===== src/rtl/string_accel_pkg.sv =====
// Shared register map, CONTROL/STATUS bit positions, FSM and verdict types for the string compare accelerator.
// Pure declarations: no latency or backpressure of its own.
package string_accel_pkg;

  localparam logic [2:0] ADDR_FIFO_A = 3'd0;
  localparam logic [2:0] ADDR_FIFO_B = 3'd1;
  localparam logic [2:0] ADDR_CTRL   = 3'd2;
  localparam logic [2:0] ADDR_STATUS = 3'd3;
  localparam logic [2:0] ADDR_RESULT = 3'd4;

  localparam int CTRL_GO       = 0;
  localparam int CTRL_CLR_A    = 1;
  localparam int CTRL_CLR_B    = 2;
  localparam int CTRL_IRQ_EN   = 3;
  localparam int CTRL_CLR_DONE = 4;

  localparam int STAT_CNT_A_LSB = 0;
  localparam int STAT_CNT_B_LSB = 8;
  localparam int STAT_EMPTY_A   = 16;
  localparam int STAT_FULL_A    = 17;
  localparam int STAT_EMPTY_B   = 18;
  localparam int STAT_FULL_B    = 19;
  localparam int STAT_BUSY      = 20;
  localparam int STAT_DONE      = 21;
  localparam int STAT_OVF       = 22;
  localparam int STAT_UDF       = 23;

  typedef enum logic [1:0] {
    ST_IDLE = 2'd0,
    ST_RUN  = 2'd1,
    ST_DONE = 2'd2
  } state_e;

  typedef enum logic [1:0] {
    VERD_EQ     = 2'b00,
    VERD_LT     = 2'b01,
    VERD_GT     = 2'b10,
    VERD_RUNOUT = 2'b11
  } verdict_e;

  typedef struct packed {
    verdict_e    verdict;
    logic [15:0] index;
  } result_t;

  function automatic verdict_e cmp_verdict(input logic [7:0] a, input logic [7:0] b);
    if (a < b) return VERD_LT;
    if (a > b) return VERD_GT;
    return VERD_EQ;
  endfunction

endpackage


===== src/rtl/string_fifo.sv =====
// Show-ahead FIFO: head word is visible combinationally, push/pop take effect on the next edge.
// Pushes when full and pops when empty are dropped; clear takes priority over both.
module string_fifo #(
  parameter int DEPTH = 16,
  parameter int WIDTH = 32
) (
  input  logic                     clk,
  input  logic                     reset_n,
  input  logic                     clr_i,
  input  logic                     push_i,
  input  logic [WIDTH-1:0]         push_dat_i,
  input  logic                     pop_i,
  output logic [WIDTH-1:0]         head_dat_o,
  output logic [$clog2(DEPTH):0]   count_o,
  output logic                     empty_o,
  output logic                     full_o
);

  localparam int AW = $clog2(DEPTH);

  logic [WIDTH-1:0] mem_q [DEPTH];
  logic [AW-1:0]    wr_ptr_q, wr_ptr_d;
  logic [AW-1:0]    rd_ptr_q, rd_ptr_d;
  logic [AW:0]      cnt_q, cnt_d;
  logic             push_ok, pop_ok;

  assign empty_o    = (cnt_q == '0);
  assign full_o     = (cnt_q == (AW+1)'(DEPTH));
  assign count_o    = cnt_q;
  assign head_dat_o = mem_q[rd_ptr_q];

  assign push_ok = push_i && !full_o && !clr_i;
  assign pop_ok  = pop_i && !empty_o && !clr_i;

  always_comb begin
    wr_ptr_d = wr_ptr_q;
    rd_ptr_d = rd_ptr_q;
    cnt_d    = cnt_q;
    if (clr_i) begin
      wr_ptr_d = '0;
      rd_ptr_d = '0;
      cnt_d    = '0;
    end else begin
      // Pointers are exactly log2(DEPTH) bits, so the increment wraps on its own.
      if (push_ok) wr_ptr_d = wr_ptr_q + 1'b1;
      if (pop_ok)  rd_ptr_d = rd_ptr_q + 1'b1;
      cnt_d = cnt_q + {{AW{1'b0}}, push_ok} - {{AW{1'b0}}, pop_ok};
    end
  end

  always_ff @(posedge clk) begin
    if (!reset_n) begin
      wr_ptr_q <= '0;
      rd_ptr_q <= '0;
      cnt_q    <= '0;
    end else begin
      wr_ptr_q <= wr_ptr_d;
      rd_ptr_q <= rd_ptr_d;
      cnt_q    <= cnt_d;
    end
  end

  always_ff @(posedge clk) begin
    if (push_ok) mem_q[wr_ptr_q] <= push_dat_i;
  end

endmodule


===== src/rtl/string_fifo_accel.sv =====
// Avalon-MM string compare engine: two word FIFOs compared byte-wise, one word pair per cycle in RUN.
// readdata is registered (one-cycle read latency); FIFO traffic from the bus is ignored while busy.
module string_fifo_accel
  import string_accel_pkg::*;
#(
  parameter int DEPTH = 16,
  parameter int WIDTH = 32
) (
  input  logic        clk,
  input  logic        reset_n,
  input  logic        chipselect,
  input  logic        write,
  input  logic        read,
  input  logic [2:0]  address,
  input  logic [31:0] writedata,
  output logic [31:0] readdata,
  output logic        irq
);

  localparam int CW    = $clog2(DEPTH) + 1;
  localparam int BYTES = WIDTH / 8;

  logic [WIDTH-1:0] a_head, b_head;
  logic [CW-1:0]    a_cnt, b_cnt;
  logic             a_empty, a_full, b_empty, b_full;

  state_e      state_q, state_d;
  logic [31:0] readdata_q, readdata_d;
  logic        irq_en_q, irq_en_d;
  logic        done_q, done_d;
  logic        ovf_q, ovf_d;
  logic        udf_q, udf_d;
  result_t     result_q, result_d;
  logic [15:0] idx_q, idx_d;

  logic wr_vld, rd_vld, ctrl_wr;
  logic go_req, clr_done, clr_a, clr_b;
  logic push_a, push_b, av_pop_a, av_pop_b;
  logic busy, run_pop, run_end;
  result_t fin_result;

  logic        cmp_hit;
  logic [15:0] cmp_k;
  verdict_e    cmp_verd;
  logic [7:0]  a_byte, b_byte;
  logic [31:0] status;

  assign wr_vld  = chipselect && write;
  assign rd_vld  = chipselect && read;
  assign ctrl_wr = wr_vld && (address == ADDR_CTRL);

  assign go_req   = ctrl_wr && writedata[CTRL_GO] && (state_q == ST_IDLE);
  assign clr_done = ctrl_wr && writedata[CTRL_CLR_DONE];
  assign clr_a    = ctrl_wr && writedata[CTRL_CLR_A] && !busy;
  assign clr_b    = ctrl_wr && writedata[CTRL_CLR_B] && !busy;

  assign push_a   = wr_vld && (address == ADDR_FIFO_A) && !busy;
  assign push_b   = wr_vld && (address == ADDR_FIFO_B) && !busy;
  assign av_pop_a = rd_vld && (address == ADDR_FIFO_A) && !busy;
  assign av_pop_b = rd_vld && (address == ADDR_FIFO_B) && !busy;

  string_fifo #(.DEPTH(DEPTH), .WIDTH(WIDTH)) u_fifo_a (
    .clk        (clk),
    .reset_n    (reset_n),
    .clr_i      (clr_a),
    .push_i     (push_a),
    .push_dat_i (WIDTH'(writedata)),
    .pop_i      (av_pop_a || run_pop),
    .head_dat_o (a_head),
    .count_o    (a_cnt),
    .empty_o    (a_empty),
    .full_o     (a_full)
  );

  string_fifo #(.DEPTH(DEPTH), .WIDTH(WIDTH)) u_fifo_b (
    .clk        (clk),
    .reset_n    (reset_n),
    .clr_i      (clr_b),
    .push_i     (push_b),
    .push_dat_i (WIDTH'(writedata)),
    .pop_i      (av_pop_b || run_pop),
    .head_dat_o (b_head),
    .count_o    (b_cnt),
    .empty_o    (b_empty),
    .full_o     (b_full)
  );

  // First byte position (MSB first) that either differs or is a shared terminator.
  always_comb begin
    cmp_hit  = 1'b0;
    cmp_k    = '0;
    cmp_verd = VERD_EQ;
    a_byte   = '0;
    b_byte   = '0;
    for (int k = 0; k < BYTES; k++) begin
      a_byte = a_head[WIDTH-1-8*k -: 8];
      b_byte = b_head[WIDTH-1-8*k -: 8];
      if (!cmp_hit && ((a_byte != b_byte) || (a_byte == 8'h00))) begin
        cmp_hit  = 1'b1;
        cmp_k    = 16'(k);
        cmp_verd = cmp_verdict(a_byte, b_byte);
      end
    end
  end

  always_ff @(posedge clk) begin
    if (!reset_n) state_q <= ST_IDLE;
    else          state_q <= state_d;
  end

  always_comb begin
    state_d = state_q;
    case (state_q)
      ST_IDLE: if (go_req) state_d = ST_RUN;
      ST_RUN:  if (a_empty || b_empty || cmp_hit) state_d = ST_DONE;
      ST_DONE: state_d = ST_IDLE;
      default: state_d = ST_IDLE;
    endcase
  end

  always_comb begin
    busy    = (state_q != ST_IDLE);
    run_pop = (state_q == ST_RUN) && !a_empty && !b_empty;
    run_end = (state_q == ST_RUN) && (a_empty || b_empty || cmp_hit);
    if (a_empty || b_empty) fin_result = '{verdict: VERD_RUNOUT, index: idx_q};
    else                    fin_result = '{verdict: cmp_verd, index: idx_q + cmp_k};
  end

  always_comb begin
    status = '0;
    status[STAT_CNT_A_LSB +: 8] = 8'(a_cnt);
    status[STAT_CNT_B_LSB +: 8] = 8'(b_cnt);
    status[STAT_EMPTY_A] = a_empty;
    status[STAT_FULL_A]  = a_full;
    status[STAT_EMPTY_B] = b_empty;
    status[STAT_FULL_B]  = b_full;
    status[STAT_BUSY]    = busy;
    status[STAT_DONE]    = done_q;
    status[STAT_OVF]     = ovf_q;
    status[STAT_UDF]     = udf_q;
  end

  always_comb begin
    idx_d      = idx_q;
    result_d   = result_q;
    done_d     = done_q;
    irq_en_d   = ctrl_wr ? writedata[CTRL_IRQ_EN] : irq_en_q;
    ovf_d      = (ovf_q && !clr_done) || (push_a && a_full) || (push_b && b_full);
    udf_d      = (udf_q && !clr_done) || (av_pop_a && a_empty) || (av_pop_b && b_empty);
    readdata_d = readdata_q;

    if (go_req) begin
      idx_d    = '0;
      result_d = '0;
      done_d   = 1'b0;
    end else begin
      if (run_pop && !cmp_hit) idx_d = idx_q + 16'(BYTES);
      if (run_end)       begin result_d = fin_result; done_d = 1'b1; end
      else if (clr_done) done_d = 1'b0;
    end

    if (rd_vld) begin
      case (address)
        ADDR_FIFO_A: readdata_d = (av_pop_a && !a_empty) ? 32'(a_head) : 32'd0;
        ADDR_FIFO_B: readdata_d = (av_pop_b && !b_empty) ? 32'(b_head) : 32'd0;
        ADDR_CTRL:   readdata_d = {28'd0, irq_en_q, 3'd0};
        ADDR_STATUS: readdata_d = status;
        ADDR_RESULT: readdata_d = {14'd0, result_q};
        default:     readdata_d = 32'd0;
      endcase
    end
  end

  always_ff @(posedge clk) begin
    if (!reset_n) begin
      readdata_q <= '0;
      irq_en_q   <= 1'b0;
      done_q     <= 1'b0;
      ovf_q      <= 1'b0;
      udf_q      <= 1'b0;
      result_q   <= '0;
      idx_q      <= '0;
    end else begin
      readdata_q <= readdata_d;
      irq_en_q   <= irq_en_d;
      done_q     <= done_d;
      ovf_q      <= ovf_d;
      udf_q      <= udf_d;
      result_q   <= result_d;
      idx_q      <= idx_d;
    end
  end

  assign readdata = readdata_q;
  assign irq      = done_q && irq_en_q;

endmodule

===== config.mk =====
export PLATFORM = sky130hd
export DESIGN_NAME = string_fifo_accel
export DESIGN_NICKNAME = d
export VERILOG_FILES = /design/src/rtl/string_accel_pkg.sv /design/src/rtl/string_fifo.sv /design/src/rtl/string_fifo_accel.sv
export SDC_FILE = /design/constraint.sdc
export NUM_CORES = 1
export LEC_CHECK = 0
export BUFFER_PORTS_ARGS = -buffer_cell sky130_fd_sc_hd__buf_2
export CORE_MARGIN = 5
export CORE_UTILIZATION = 50
export DETAILED_ROUTE_END_ITERATION = 8
export GPL_ROUTABILITY_DRIVEN = 0
export MAX_ROUTING_LAYER = met4
export PLACE_DENSITY_LB_ADDON = 0.08
export SYNTH_ARGS = -nofsm -noshare
export SYNTH_HDL_FRONTEND = slang
export SYNTH_SLANG_ARGS = --single-unit

===== constraint.sdc =====
create_clock -name clk -period 5.6 [get_ports clk]
set_input_delay 0.28 -clock clk [delete_from_list [all_inputs] [get_ports clk]]
set_output_delay 0.28 -clock clk [all_outputs]
set_load 0.01 [all_outputs]

==> impl_results.md, run 1 <==
* Status: finished clean
* Measured slew at the worst slew-check pin at 1.20 ns
* Routed len/inst at 29.8 um
* WS Path Type: reg2reg
* Async set or reset register ratio after synthesis at 0
* Final period utilization at 0.852
* Worst Hold Class: in2reg
* Fin crit period at 4.77 ns
* Height of the die at 309 um
* Filler Cells Inserted at 6,609
* Most numerous cell in the Yosys netlist: edfxtp_1
* Endpoint of the most critical register-to-register path: idx_q[10]$_SDFFE_PP0P_
* Power Internal at 13.6 mW
* CTS clock-pin slew for the worst setup and hold paths at 0.06 ns
* Arrival time of the worst setup path at 5.36 ns
* Power share of the sequential group at 0.539
* Drt total wl at 109,000 um
* Proportion of netlist area held by the largest area contributor at 0.689
* Die width at 309 um
* # Post-CTS Setup Buffers at 0
* Hold_ws at 0.0995 ns
* Congestion Overflow GR at 0
* Clock Skews at 0.0189 ns
* Syn Nets at 2,337
* Highest achievable clock rate at 210 MHz
* Maximum number of pins on one net before global-route repair at 52
* Min-Delay Path Depth at 1
* Mapped Cells at 2,240
* Part of the power in the clock network at 0.429
* Crit path required time at 6.19 ns
* R2R setup slack at 0.83 ns
* Post-cts hold buffer count at 0
* Ranking of synthesized cells by instance count: edfxtp_1, mux4_2, nand2_1, dfxtp_1
* Synthesis-to-finish area growth at 12.8%
* Largest vdd supply drop at 301 uV
* Synth unique cells at 61
* FP Rows at 109
* DRC at 0
* Total of flip-flops plus latches after synthesis at 1,128
* Average vias per placed instance at 6.13
* # placed instances at 3,429
* Maximum count of clock buffers along a single path at 3
* Number of global-route vias before repair at 23,117
* Initial DRC count at 2,356
* Global router's overall resource usage at 0.238
* Die area at 0.0953 mm^2
* Syn Std Cell Area at 0.0446 mm^2
* Clock Sinks at 1,128
* Switching power summed over all nets at 3.49 mW
* Slew Viols, Final at 0
* Number of detailed-route iterations in the first pass at 6
* EDFF count, synth at 1,024
* Top area cells in the synthesized netlist: edfxtp_1, mux4_2, dfxtp_1
* Core Region at 0.0885 mm^2
* Nature of the critical path endpoint: register
* Maximum fanout along the worst path at 36
* Comb power frac at 0.031
* Accumulated negative setup slack at 0 ns
* RSZ-0062 raised after global routing: no
* Number of buffers inserted during clock tree synthesis at 114
* Wire length of the first global-routing pass at 160,000 um
* Worst min-delay path startpoint: writedata[18]
* Relative slew margins at 0.193
* Depth of the worst register-to-register path at 11
* IO Pins at 73
* Worst setup SP type: register
* Number of H-tree levels at 3
* Detailed Place HPWL at 64,000 um
* Synth Flop Type: edfxtp_1
* Total via count in the routed design at 22,340
* Layout cells sized above 1 at 0.266
* Max Cap Viol at 0
* Final #Nets at 2,477
* Switching part of the total power at 0.204
* Clock tree from TritonCTS: built
* Pwr/cell area at 340 mW/mm^2
* Hold Crit Endpoint: u_fifo_b.mem_q[14][18]$_DFFE_PP_
* Final std cells w/o fill at 3,642
* Post-route antenna net violation count at 0
* Final setup violation count at 0
* Synthesized area per cell at 19.9 um^2
* CTS root buf: clkbuf_16
* Initial Utilization at 0.504
* Proportion of synthesized chip area in sequential cells at 0.736
* Antenna violations before repair at 5
* Cell taking the most area after synthesis: edfxtp_1
* Clk Latency, worst-skew pair at 0.69 ns
* Total of buffers placed on input and output ports at 72
* Leak Pwr at 15.7 nW
* Core utilization of the finished layout at 0.569
* PostCTS Resize Cnt at 0
* Synthesis warning total at 0
* Number of hold-slack violations in the final timing report at 0
[power groups by stage]
stage / clock [mW] / sequential [mW] / combinational [mW]
after global routing: 7.87 / 9.23 / 0.583
after CTS: 7.49 / 9.23 / 0.541
after global placement: 0 / 9.41 / 0.525
after floorplan: 0 / 9.40 / 0.291
after detailed placement: 0 / 9.41 / 0.540
final: 7.34 / 9.23 / 0.538
[sequential cells by signal, summed over array words and instances, names as in the netlist, 2 cells and up, named ones only]
register           cells
u_fifo_a.mem_q       512
u_fifo_b.mem_q       512
readdata              32
result_q              18
idx_q                 14
u_fifo_a.count_o       5
u_fifo_b.count_o       5
u_fifo_a.rd_ptr_q      4
u_fifo_a.wr_ptr_q      4
u_fifo_b.rd_ptr_q      4
u_fifo_b.wr_ptr_q      4
state_q                2
[how the worst max path moves through the flow]
| stage | to | start | cells past startpoint |
|---|---|---|---|
| final | idx_q[10]$_SDFFE_PP0P_ | register | 11 |
| after global routing | idx_q[13]$_SDFFE_PP0P_ | register | 11 |
| after CTS | idx_q[15]$_SDFFE_PP0P_ | register | 11 |
| after detailed placement | idx_q[11]$_SDFFE_PP0P_ | register | 11 |
| after global placement | idx_q[8]$_SDFFE_PP0P_ | register | 11 |
| after floorplan | u_fifo_a.mem_q[3][0]$_DFFE_PP_ | u_fifo_a.count_o[2]$_SDFF_PP0_ | 6 |
[cell type report]
type | count | area [um^2] | share of cell area
tap | 1165 | 1460 | 0.0290
clock inverter | 55 | 505 | 0.0100
antenna | 3 | 7.51 | 0.000149
timing repair buffer | 142 | 1040 | 0.0206
inverter | 52 | 195 | 0.00388
clock buffer | 155 | 3100 | 0.0616
sequential | 1128 | 32800 | 0.653
multi-input combinational | 942 | 11200 | 0.222
[layout by cell type (no fill, tap or decap), types with 8 or more instances in the layout]
cell,n
a21o_1,8
a21oi_1,74
a222oi_1,21
a22oi_1,74
and2_1,8
buf_12,12
buf_2,72
buf_4,58
bufinv_16,8
clkbuf_1,32
clkbuf_16,115
clkinv_1,20
clkinv_2,20
dfxtp_1,98
edfxtp_1,1024
ha_1,55
inv_1,52
mux2i_1,21
mux4_2,288
nand2_1,106
nand2b_1,9
nand3_1,14
nand4_1,10
nor2_1,43
nor2_4,25
nor2b_1,39
nor3_1,8
nor3_2,9
o21ai_0,10
o31ai_1,12
or4_1,12
xnor2_1,10
xor2_1,10
[stage by stage]
| stage | setup slack, ns | instance area, um^2 | power [mW] |
|---|---|---|---|
| 2_1_floorplan | 1.04 | 44600 | 9.69 |
| 3_5_place_dp | 0.870 | 46700 | 9.95 |
| 3_3_place_gp | 0.918 | 46700 | 9.93 |
| 5_1_grt | 0.497 | 50300 | 17.7 |
| 6_report | 0.828 | 50300 | 17.1 |
| 4_1_cts | 0.856 | 50300 | 17.3 |
[cell families (layout without fill, tap and decap cells)]
family / Yosys count / count (layout) / share of synthesized area
compound gates: 226 / 226 / 0.0350
other cells: 0 / 3 / 0
flops: 1128 / 1128 / 0.736
buf+inv: 170 / 404 / 0.0197
fa+ha+maj: 57 / 57 / 0.0163
simple gates: 329 / 329 / 0.0388
xor+xnor: 20 / 20 / 0.00393
mux: 310 / 310 / 0.150
[worst max-delay path: stages, from the launching register on]
cell and delay (ns):
dfxtp_4 0.71, buf_12 0.37, mux4_2 0.54, a22oi_1 0.23
nand2_1 0.21, ha_1 0.36, nand3_1 0.11, nor3_1 0.32
a21boi_4 0.34, nand4_2 0.56, or4_1 0.69, a21oi_1 0.17
[metal layers]
layer	up-vias	routed length [um]	track usage
li1	9506	-	-
met1	11875	47000	0.339
met2	800	52000	0.366
met3	159	7110	0.0396
met4	0	2610	0.0601
met5	-	0	-
No activity file was read; power rests on OpenSTA's default activity.
==> run 2: changes to the inputs <==
--- a/config.mk
+++ b/config.mk
@@ -6,6 +6,8 @@
 export NUM_CORES = 1
 export LEC_CHECK = 0
 export BUFFER_PORTS_ARGS = -buffer_cell sky130_fd_sc_hd__buf_2
+export CELL_PAD_IN_SITES_DETAIL_PLACEMENT = 1
+export CELL_PAD_IN_SITES_GLOBAL_PLACEMENT = 1
 export CORE_MARGIN = 5
 export CORE_UTILIZATION = 50
 export DETAILED_ROUTE_END_ITERATION = 8
==> run 2 against run 1 <==
  * Non-clock buffer count grew 7
  * Wire length grew 6.0%
  * Largest cell class unchanged
  * Clock power grew 3.8%
  * Sequential share of layout area shrank 0.24 points
  * Maximum frequency shrank 0.46%
  * Clock-buffer cell count is the same
  * Die area is the same
  * Global-route usage grew 1.5 points
==> impl_results.md, run 2 (synthesized netlist as in run 1, its figures left out) <==
* PostCTS Resize Cnt at 0 (unchanged)
* CTS root buf: clkbuf_16
* IO Pins at 73 (unchanged)
* Accumulated negative setup slack at 0 ns (unchanged)
* Crit path max-delay family: simple AND/OR/NAND/NOR gates
* DRC at 0 (unchanged)
* Drt total wl at 115,000 um (+6.0%)
* Number of H-tree levels at 3 (unchanged)
* Routed len/inst at 31.6 um (+5.7%)
* # Post-CTS Setup Buffers at 0 (unchanged)
* Power Internal at 13.8 mW (+1.7%)
* Layout cells sized above 1 at 0.269 (+0.00295)
* Clock tree from TritonCTS: built
* Die width at 309 um (unchanged)
* Number of buffer and inverter stages on the critical path at 2 (+1)
* Global router's overall resource usage at 0.252 (+0.0146)
* Height of the die at 309 um (unchanged)
* Final #Nets at 2,485 (+0.32%)
* Antenna violations before repair at 4 (-1)
* Initial Utilization at 0.504 (unchanged)
* Synthesis-to-finish area growth at 13.2%
* Clk Latency, worst-skew pair at 0.69 ns (about the same)
* RSZ-0062 raised after global routing: no
* Core Region at 0.0885 mm^2 (unchanged)
* Maximum number of pins on one net before global-route repair at 64 (+23%)
* Leak Pwr at 15.8 nW (+0.65%)
* Arrival time of the worst setup path at 5.38 ns (+0.02 ns)
* Post-Layout Inst Area at 0.0505 mm^2 (+0.36%)
* Crit path max-delay cell type: or4_1
* CTS clock-pin slew for the worst setup and hold paths at 0.06 ns (about the same)
* Largest vdd supply drop at 253 uV (-16%)
* Pwr/cell area at 345 mW/mm^2 (+1.4%)
* Worst min-delay path startpoint: writedata[11]
* Depth of the worst register-to-register path at 12 (+1)
* Highest achievable clock rate at 209 MHz (-0.46%)
* Largest incremental delay on the critical path at 0.71 ns (about the same)
* Crit path required time at 6.18 ns (about the same)
* Most frequent standard cell in the layout excluding fill and tap cells: edfxtp_1
* Maximum fanout along the worst path at 29 (-19%)
* Instance area at placement at 0.0468 mm^2 (+0.11%)
* Worst setup SP type: register
* FP Rows at 109 (unchanged)
* Cell-by-cell trace of the critical path: buf_12, buf_4, mux4_2, a22oi_1, nand2_2, ha_1, nand4_1, nor2_1, a21boi_4, nand4_2, or4_1, a21oi_1
* Number of global-route vias before repair at 23,973 (+3.7%)
* Average vias per placed instance at 6.21 (+1.3%)
* Worst Hold Class: in2reg
* Total of buffers placed on input and output ports at 72 (unchanged)
* Part of the power in the clock network at 0.438 (+0.009)
* Final setup violation count at 0 (unchanged)
* Switching power summed over all nets at 3.56 mW (+2.0%)
* Measured slew at the worst slew-check pin at 1.25 ns (+0.0492 ns)
* Status: finished clean
* Fin crit period at 4.79 ns (+0.0219 ns)
* Most frequent cells in the layout: edfxtp_1, mux4_2, clkbuf_16
* Total via count in the routed design at 22,678 (+1.5%)
* Wire length of the first global-routing pass at 169,000 um (+5.7%)
* Maximum count of clock buffers along a single path at 3 (unchanged)
* Number of hold-slack violations in the final timing report at 0 (unchanged)
* Max Cap Viol at 0 (unchanged)
* Number of cells on the critical path at 12 (+1)
* Post-cts hold buffer count at 0 (unchanged)
* Die area at 0.0953 mm^2 (unchanged)
* Min-Delay Path Depth at 1 (unchanged)
* Relative slew margins at 0.163 (-0.0300)
* Initial DRC count at 2,248 (-4.6%)
* Clock Sinks at 1,128 (unchanged)
* Switching part of the total power at 0.205 (+0.000603)
* Detailed Place HPWL at 69,800 um (+9.1%)
* Congestion Overflow GR at 0 (unchanged)
* Comb power frac at 0.032 (about the same)
* Number of detailed-route iterations in the first pass at 6 (unchanged)
* Number of buffers inserted during clock tree synthesis at 115 (+0.88%)
* Clock Skews at 0.0276 ns (+0.00869 ns)
* WS Path Type: reg2reg
* Nature of the critical path endpoint: register
* Power share of the sequential group at 0.530 (-0.009)
* Slew Viols, Final at 0 (unchanged)
* Post-route antenna net violation count at 0 (unchanged)
* Final period utilization at 0.856 (+0.00391)
## run 2: cell types whose count changed in the layout (fill, tap and decap cells not counted), moves of 2 or more
cell,previous run,this run
clkbuf_16,115,117
buf_4,58,65
bufinv_16,8,12
clkbuf_8,7,5
clkinv_8,4,2
## run 2: worst paths after layout
kind                                 endpoint  slack (ns)
max reg2reg            idx_q[12]$_SDFFE_PP0P_        0.81
max                    idx_q[12]$_SDFFE_PP0P_        0.81
min reg2reg          result_q[6]$_SDFFE_PP0P_        0.46
min          u_fifo_a.mem_q[10][11]$_DFFE_PP_        0.11
## run 2: per-layer routing
layer	up-vias	global-route usage	share of wire
li1	9506	-	-
met4	0	0.0615	0.022
met3	152	0.0389	0.060
met2	786	0.391	0.48
met5	-	-	0
met1	12234	0.361	0.44
## run 2: through the flow
| stage | hold slack (ns) | total power, mW | instances | setup slack, ns | util |
|---|---|---|---|---|---|
| after floorplan | 0.379 | 9.69 | 2240 | 1.04 | - |
| after global placement | 0.445 | 9.94 | 3436 | 0.989 | 0.528 |
| after detailed placement | 0.454 | 9.97 | 3436 | 0.864 | 0.528 |
| after CTS | 0.0526 | 17.6 | 3649 | 0.834 | 0.571 |
| after global routing | 0.101 | 18.0 | 3651 | 0.513 | 0.571 |
| final | 0.106 | 17.4 | 3651 | 0.806 | 0.571 |
## run 2: power groups by stage
stage	sequential (mW)	combinational (mW)	clock (mW)
5_1_grt	9.23	0.601	8.19
3_5_place_dp	9.41	0.558	0
2_1_floorplan	9.40	0.291	0
3_3_place_gp	9.41	0.536	0
4_1_cts	9.23	0.560	7.77
6_report	9.23	0.557	7.62
## run 2: cell type report
| type | count | area, um^2 |
|---|---|---|
| fillers | 7591 | 38000 |
| flip-flops and latches | 1128 | 32800 |
| multi-input cells | 942 | 11200 |
| clock buffers | 155 | 3130 |
| well taps | 1165 | 1460 |
| repair buffers | 149 | 1090 |
| clock inverters | 58 | 612 |
| inverters | 52 | 195 |
| diodes | 2 | 5.00 |
